## src/rtl/matrix_host_master.sv

```systemverilog
// matrix_host_master: bus initiator for the matrix accelerator slave port.
//
// Per command it loads N operand pairs from an external operand RAM, writes each
// to the accelerator, starts the operation, waits for m_interrupt (bounded by
// TIMEOUT), reads R result registers into a result sink, then clears the
// accelerator.
//
// Ports:
//   clk, reset            clock and asynchronous active-high reset
//   start                 one-cycle command pulse, honoured only while idle
//   op_count, res_count   operand pairs / results for the command (clamped to 8)
//   op_addr, op_rdata     operand RAM read port (data one cycle after address)
//   S_sel, S_wr,
//   S_address, S_din      slave bus request, one clock per bus cycle
//   S_dout                slave read data, one cycle after a read cycle
//   m_interrupt           operation-complete level from the accelerator
//   res_we, res_addr,
//   res_data              result sink write port
//   busy, done, err       status: active, end-of-command pulse, sticky timeout

module matrix_host_master #(
    parameter logic [7:0]  ADDR_MULTIPLIER   = 8'h00,
    parameter logic [7:0]  ADDR_MULTIPLICAND = 8'h01,
    parameter logic [7:0]  ADDR_START        = 8'h02,
    parameter logic [7:0]  ADDR_CLEAR        = 8'h03,
    parameter logic [7:0]  ADDR_RESULT_BASE  = 8'h10,
    parameter int unsigned TIMEOUT           = 1024
) (
    input  logic        clk,
    input  logic        reset,
    input  logic        start,
    input  logic [3:0]  op_count,
    input  logic [3:0]  res_count,
    output logic [3:0]  op_addr,
    input  logic [31:0] op_rdata,
    output logic        S_sel,
    output logic        S_wr,
    output logic [7:0]  S_address,
    output logic [31:0] S_din,
    input  logic [31:0] S_dout,
    input  logic        m_interrupt,
    output logic        res_we,
    output logic [2:0]  res_addr,
    output logic [31:0] res_data,
    output logic        busy,
    output logic        done,
    output logic        err
);

    localparam int unsigned TmoW = (TIMEOUT > 2) ? $clog2(TIMEOUT) : 1;

    typedef enum logic [3:0] {
        StIdle,
        StRdMr,
        StWrMr,
        StRdMd,
        StWrMd,
        StStart,
        StWaitIrq,
        StReadReq,
        StReadCap,
        StClear,
        StDone
    } state_e;

    state_e            state_q;
    logic [3:0]        n_q;
    logic [3:0]        r_q;
    logic [3:0]        k_q;
    logic [3:0]        i_q;
    logic [TmoW-1:0]   tmo_q;
    logic [31:0]       din_q;
    // Operand write cycles forward RAM data directly: it only becomes valid in
    // the write cycle itself, so it cannot be registered on entry.
    logic              din_ram_q;

    logic [3:0]        n_clamp;
    logic [3:0]        r_clamp;

    assign n_clamp  = (op_count  > 4'd8) ? 4'd8 : op_count;
    assign r_clamp  = (res_count > 4'd8) ? 4'd8 : res_count;

    assign S_din    = din_ram_q ? op_rdata : din_q;
    // Slave read data is valid exactly in the capture cycle.
    assign res_data = res_we ? S_dout : '0;

    // Outputs for each state are registered on the transition into that state.
    always_ff @(posedge clk or posedge reset) begin
        if (reset) begin
            state_q   <= StIdle;
            n_q       <= '0;
            r_q       <= '0;
            k_q       <= '0;
            i_q       <= '0;
            tmo_q     <= '0;
            din_q     <= '0;
            din_ram_q <= 1'b0;
            op_addr   <= '0;
            S_sel     <= 1'b0;
            S_wr      <= 1'b0;
            S_address <= '0;
            res_we    <= 1'b0;
            res_addr  <= '0;
            busy      <= 1'b0;
            done      <= 1'b0;
            err       <= 1'b0;
        end else begin
            S_sel     <= 1'b0;
            S_wr      <= 1'b0;
            S_address <= '0;
            din_q     <= '0;
            din_ram_q <= 1'b0;
            res_we    <= 1'b0;
            done      <= 1'b0;

            unique case (state_q)
                StIdle: begin
                    if (start) begin
                        n_q  <= n_clamp;
                        r_q  <= r_clamp;
                        err  <= 1'b0;
                        k_q  <= '0;
                        busy <= 1'b1;
                        if (n_clamp == 4'd0) begin
                            state_q   <= StStart;
                            S_sel     <= 1'b1;
                            S_wr      <= 1'b1;
                            S_address <= ADDR_START;
                            din_q     <= 32'h1;
                        end else begin
                            state_q <= StRdMr;
                            op_addr <= '0;
                        end
                    end
                end

                StRdMr: begin
                    state_q   <= StWrMr;
                    S_sel     <= 1'b1;
                    S_wr      <= 1'b1;
                    S_address <= ADDR_MULTIPLIER;
                    din_ram_q <= 1'b1;
                end

                StWrMr: begin
                    state_q <= StRdMd;
                    op_addr <= {k_q[2:0], 1'b1};
                end

                StRdMd: begin
                    state_q   <= StWrMd;
                    S_sel     <= 1'b1;
                    S_wr      <= 1'b1;
                    S_address <= ADDR_MULTIPLICAND;
                    din_ram_q <= 1'b1;
                end

                StWrMd: begin
                    k_q <= k_q + 4'd1;
                    if (k_q + 4'd1 == n_q) begin
                        state_q   <= StStart;
                        S_sel     <= 1'b1;
                        S_wr      <= 1'b1;
                        S_address <= ADDR_START;
                        din_q     <= 32'h1;
                    end else begin
                        state_q <= StRdMr;
                        op_addr <= {k_q[2:0] + 3'd1, 1'b0};
                    end
                end

                StStart: begin
                    state_q <= StWaitIrq;
                    tmo_q   <= '0;
                end

                StWaitIrq: begin
                    if (m_interrupt) begin
                        i_q <= '0;
                        if (r_q == 4'd0) begin
                            state_q   <= StClear;
                            S_sel     <= 1'b1;
                            S_wr      <= 1'b1;
                            S_address <= ADDR_CLEAR;
                            din_q     <= 32'h1;
                        end else begin
                            state_q   <= StReadReq;
                            S_sel     <= 1'b1;
                            S_address <= ADDR_RESULT_BASE;
                        end
                    end else if (tmo_q == TmoW'(TIMEOUT - 1)) begin
                        // Give up on the interrupt: flag it and skip readback.
                        err       <= 1'b1;
                        state_q   <= StClear;
                        S_sel     <= 1'b1;
                        S_wr      <= 1'b1;
                        S_address <= ADDR_CLEAR;
                        din_q     <= 32'h1;
                    end else begin
                        tmo_q <= tmo_q + TmoW'(1);
                    end
                end

                StReadReq: begin
                    state_q  <= StReadCap;
                    res_we   <= 1'b1;
                    res_addr <= i_q[2:0];
                end

                StReadCap: begin
                    i_q <= i_q + 4'd1;
                    if (i_q + 4'd1 == r_q) begin
                        state_q   <= StClear;
                        S_sel     <= 1'b1;
                        S_wr      <= 1'b1;
                        S_address <= ADDR_CLEAR;
                        din_q     <= 32'h1;
                    end else begin
                        state_q   <= StReadReq;
                        S_sel     <= 1'b1;
                        S_address <= ADDR_RESULT_BASE + {4'b0000, i_q + 4'd1};
                    end
                end

                StClear: begin
                    state_q <= StDone;
                    done    <= 1'b1;
                end

                StDone: begin
                    state_q <= StIdle;
                    busy    <= 1'b0;
                end

                default: begin
                    state_q <= StIdle;
                    busy    <= 1'b0;
                end
            endcase
        end
    end

endmodule
```

## config.mk

```make
export PLATFORM = sky130hd
export DESIGN_NAME = matrix_host_master
export DESIGN_NICKNAME = d
export VERILOG_FILES = /design/src/rtl/matrix_host_master.sv
export SDC_FILE = /design/constraint.sdc
export NUM_CORES = 1
export LEC_CHECK = 0
export BUFFER_PORTS_ARGS = -buffer_cell sky130_fd_sc_hd__clkbuf_2
export CELL_PAD_IN_SITES_DETAIL_PLACEMENT = 0
export CELL_PAD_IN_SITES_GLOBAL_PLACEMENT = 1
export CORE_ASPECT_RATIO = 1.1
export CORE_MARGIN = 2
export CORE_UTILIZATION = 34
export DETAILED_ROUTE_END_ITERATION = 7
export PLACE_DENSITY_LB_ADDON = 0.25
export REMOVE_ABC_BUFFERS = 1
export SLEW_MARGIN = 20
export SYNTH_ARGS = -nofsm -noshare
export SYNTH_HDL_FRONTEND = slang
export SYNTH_SLANG_ARGS = --single-unit
```

## constraint.sdc

```tcl
create_clock -name clk -period 5.4 [get_ports clk]
set_input_delay 1.08 -clock clk [delete_from_list [all_inputs] [get_ports clk]]
set_output_delay 1.08 -clock clk [all_outputs]
set_load 0.02 [all_outputs]
```

## Yosys cells after proc, flatten, opt, wreduce, memory -nomap -nowiden

Index checks and enable logic that the tools add are counted.
Widths: inputs -> output; s select.

- $add $sub $neg: 5
- Magnitude comparators: 2
- Equal/unequal tests: 20
- Muxes and demuxes: 58
- Bitwise logic cells: 1
- Reductions and logical operators: 19

Operators by type and width:

| kind | number |
|---|---|
| $pmux 32 s4 | 1 |
| $mux 32 | 3 |
| $mux 4 | 12 |
| $pmux 4 s10 | 1 |
| $pmux 8 s5 | 1 |
| $mux 1 | 21 |
| $mux 10 | 2 |
| $pmux 10 s2 | 1 |
| $eq 4x3->1 const B | 4 |
| $pmux 4 s2 | 2 |
| $ne 2x2->1 const B | 7 |
| $logic_not 4->1 | 3 |
| $pmux 4 s3 | 1 |
| $add 10x1->10 const B | 1 |
| $eq 10x10->1 const B | 1 |
| $reduce_and 2->1 | 5 |
| $reduce_or 9->1 | 1 |
| $add 4x1->4 const B | 2 |
| $eq 4x2->1 const B | 2 |
| $eq 4x4->1 | 2 |
| $eq 4x4->1 const B | 2 |
| $gt 4x4->1 const B | 2 |
| $mux 2 | 4 |
| $mux 8 | 1 |
| other kinds (17) | 23 |

- Register bits: 84
- Output and inout bits: 85

## Longest topological paths before layout

- Word-level depth: 6
- Depth in mapped cells: 7

## Worst setup path after synthesis

Ideal clock, no wire load.

- Path type: input port to output port
- Start point: input port op_rdata[0]
- End point: output port S_din[0]
- Data arrival time: 1385 ps
- Data required time: 4320 ps
- Setup slack: 2935 ps
- Stages: 1
- Buffers on the path: 0
- Cell sequence: mux2_2

- Longest elaborated chain between the ends: 1

RTL lines:

| what | RTL line | source |
|---|---|---|
| start: declaration | 35 | `input logic [31:0] op_rdata,` |
| $mux 32 | 83 | `assign S_din = din_ram_q ? op_rdata : din_q;` |
| end: declaration | 39 | `output logic [31:0] S_din,` |

No other way between the ends.

## Final worst setup path

- Start point: register din_ram_q
- End point: output port S_din[0]

- Longest elaborated chain between the ends: 1

RTL lines:

| what | RTL line | source |
|---|---|---|
| start: declaration | 75 | `logic din_ram_q;` |
| start signal: assignment | 97 | `din_ram_q <= 1'b0;` |
| start signal: assignment | 112 | `din_ram_q <= 1'b0;` |
| start signal: assignment | 142 | `din_ram_q <= 1'b1;` |
| $mux 32 | 83 |  |

No other way between the ends.

==> results.tsv <==
stage	metric	value	unit
route	drt drc	0	
power	sequential share of power	0.555	
cts	CTS Buffer Depth	2	
cts	Post-CTS Setup Repair Bufs	0	
cts	clock transition at the registers of the reported paths	0.09	ns
power	Leakage	2.08	nW
critical_path	crit path DAT	1.64	ns
grt	first-pass GRT wire length	13200	µm
hold_path	Hold WC Path Type	reg2reg	
route	Pre-antenna DRT Iters	4	
floorplanning	row count	35	
cts	CTS root buffer	clkbuf_8	
place	Setup Slack @ Placement	2.74	ns
critical_path	CP Capture Type	output pin	
yosys	post-synthesis cell type count	46	
yosys	post-synthesis cell area	0.00297	mm²
power	cell area power density	172	mW/mm²
route	antenna-violating nets left	0	
grt	vias in the first global route	2687	
floorplanning	chip height	102	µm
yosys	Yosys warning count	0	
yosys	synthesized area per cell	8.87	µm²
critical_path	worst endpoint required time	4.32	ns
timing	fin crit share	0.504	
floorplanning	# IOs	161	
layout	layout cell share with drive strength beyond 1	0.373	
power	sw power	141	µW
route	Vias/cell	4.78	
layout	commonest non-fill, non-tap cell in the layout	clkbuf_2	
place	RD Place Congestion	0.802	
grt	antenna violations before repair	0	
timing	Pins Over Slew Limit	0	
yosys	commonest register cell after synthesis	dfrtp_1	
layout	most frequent cells in the layout	clkbuf_2 (157), and2_1 (67), dfrtp_1 (50)	
place	Buffers on Ports	157	
cts	clock sink total	50	
floorplanning	DIE WIDTH	93.1	µm
run	max cap viols	0	
cts	Worst-Skew Late Latency	0.30	ns
power	Comb power frac	0.057	
layout	Area Growth Syn to Fin	31.8	%
cts	TritonCTS buffer count	5	
timing	Setup Viol. Count Final	0	
grt	Global Route Usage Sum	0.178	
floorplanning	die area	0.00950	mm²
floorplanning	Initial Util	0.352	
cts	H-tree depth	2	
layout	area occupied by multi-input gates	0.00161	mm²
cts	TritonCTS clock tree	done	
layout	fill cell count	868	
timing	final hold vios	0	
timing	max_slew headroom	0.433	
timing	final worst slack	2.68	ns
cts	Hold Buf Count CTS	0	
critical_path	critical path class	reg2out	
layout	Post-layout nets	561	
yosys	EDFF count, synth	0	
route	initial drt markers	106	
power	Int Pwr	533	µW
route	WL per Instance	14.3	µm
timing	min Tclk post-route	2.72	ns
critical_path	CP Max Fanout	32	
status	status	complete, no violations	
yosys	Post-synth ARST share	1.00	
timing	worst slew pin tran	0.850	ns
yosys	sequential area share after synthesis	0.421	
timing	achievable frequency	0.367	GHz
grt	global route total overflow	0	
grt	largest net degree at the start of global routing	51	
power	Max IR drop VDD	128	µV
layout	diode count	0	
layout	Reg area	0.00125	mm²
floorplanning	core footprint	0.00845	mm²
place	hpwl dp	6870	µm
timing	Fin Hold WS	0.480	ns
route	Vias	2841	
critical_path	CP peak stage delay	0.77	ns
power	clock network power share	0.388	
yosys	Syn Inst Count	335	
critical_path	FF-to-FF path depth	6	
hold_path	hold depth	2	
route	final WL	8480	µm
power	sw frac	0.210	
timing	total negative setup slack	0	ns
timing	RSZ-0062 raised after global routing	no	
power	Pwr Total	674	µW
cts	post_cts resized	0	
critical_path	worst path cell trace	mux2_2 -> clkbuf_2	
critical_path	critical path's slowest cell	dfrtp_1	
timing	Worst Skew	0.00917	ns
yosys	FF+latch count, synth	50	
critical_path	crit path launch type	register	
## worst max-delay path, delay by kind of cell, from the launching register on
| kind | cells | cell delay (ns) |
|---|---|---|
| flops | 1 | 0.77 |
| buf+inv | 1 | 0.16 |
| mux | 1 | 0.41 |
## through the flow
step	cell area [µm²]	utilization	std cells
after floorplan	2880	-	318
after global placement	3810	0.450	586
after detailed placement	3810	0.450	586
after CTS	3920	0.463	594
after global routing	3920	0.464	594
final	3920	0.464	594
## logic make-up (layout without fill, tap and decap cells)
logic type,count (synthesis),after routing,synth area share
compound gates,54,54,0.108
xor+xnor,15,15,0.0467
fa+ha+maj,3,3,0.0126
buf+inv,25,171,0.0404
flops,50,50,0.421
mux,7,7,0.0282
other cells,1,3,0.00126
simple gates,180,180,0.341
## routing by layer
layer  vias up  track usage  share of wire
met3         8       0.0465          0.073
met2       102        0.317           0.50
li1       1416            -              -
met4         0       0.0486          0.010
met5         -            0              0
met1      1315        0.216           0.41
## path summary, 6_finish.rpt
path	slack, ns	startpoint	to
max in group asynchronous	4.00	reset	i_q[3]$_DFFE_PP0P_
min in group asynchronous	0.89	reset	tmo_q[3]$_DFFE_PP0P_
hold / removal	0.48	res_addr[1]$_DFFE_PP0P_	res_addr[1]$_DFFE_PP0P_
setup reg to reg	3.06	k_q[0]$_DFFE_PP0P_	op_addr[2]$_DFFE_PP0P_
setup / recovery	2.68	din_ram_q$_DFF_PP0_	S_din[0]
hold reg to reg	0.48	res_addr[1]$_DFFE_PP0P_	res_addr[1]$_DFFE_PP0P_
## final cells by class
class / count / area share
multi-input combinational: 262 / 0.410
sequential: 50 / 0.319
timing repair buffer: 157 / 0.201
tap: 111 / 0.0355
clock buffer: 6 / 0.0185
clock inverter: 2 / 0.00958
inverter: 6 / 0.00607
## power groups by stage
stage	clock, mW	sequential (mW)	combinational, mW
detailed placement	0	0.382	0.0390
finish	0.262	0.374	0.0382
floorplan	0	0.382	0.00915
global route	0.288	0.374	0.0437
CTS	0.270	0.374	0.0391
global placement	0	0.382	0.0384
## sequential cells by signal (all words and copies together) (netlist names)
register	count
S_address	5
busy	1
S_sel	1
tmo_q	10
op_addr	4
err	1
i_q	4
din_ram_q	1
k_q	4
res_addr	3
din_q	1
state_q	4
res_we	1
r_q	4
S_wr	1
done	1
n_q	4
## cell usage after synthesis, types with 6 or more instances
cell type	count	area share
nor2_1	15	0.019
o21ai_0	29	0.049
xor2_1	7	0.021
nor3_1	6	0.010
inv_1	6	0.0076
dfrtp_1	50	0.42
xnor2_1	7	0.021
nand2b_1	10	0.021
a21oi_1	8	0.013
nand3_1	14	0.024
and2_1	67	0.14
nand2_1	38	0.048
clkbuf_1	14	0.018
Note: power is estimated with default switching activity, not from simulation.
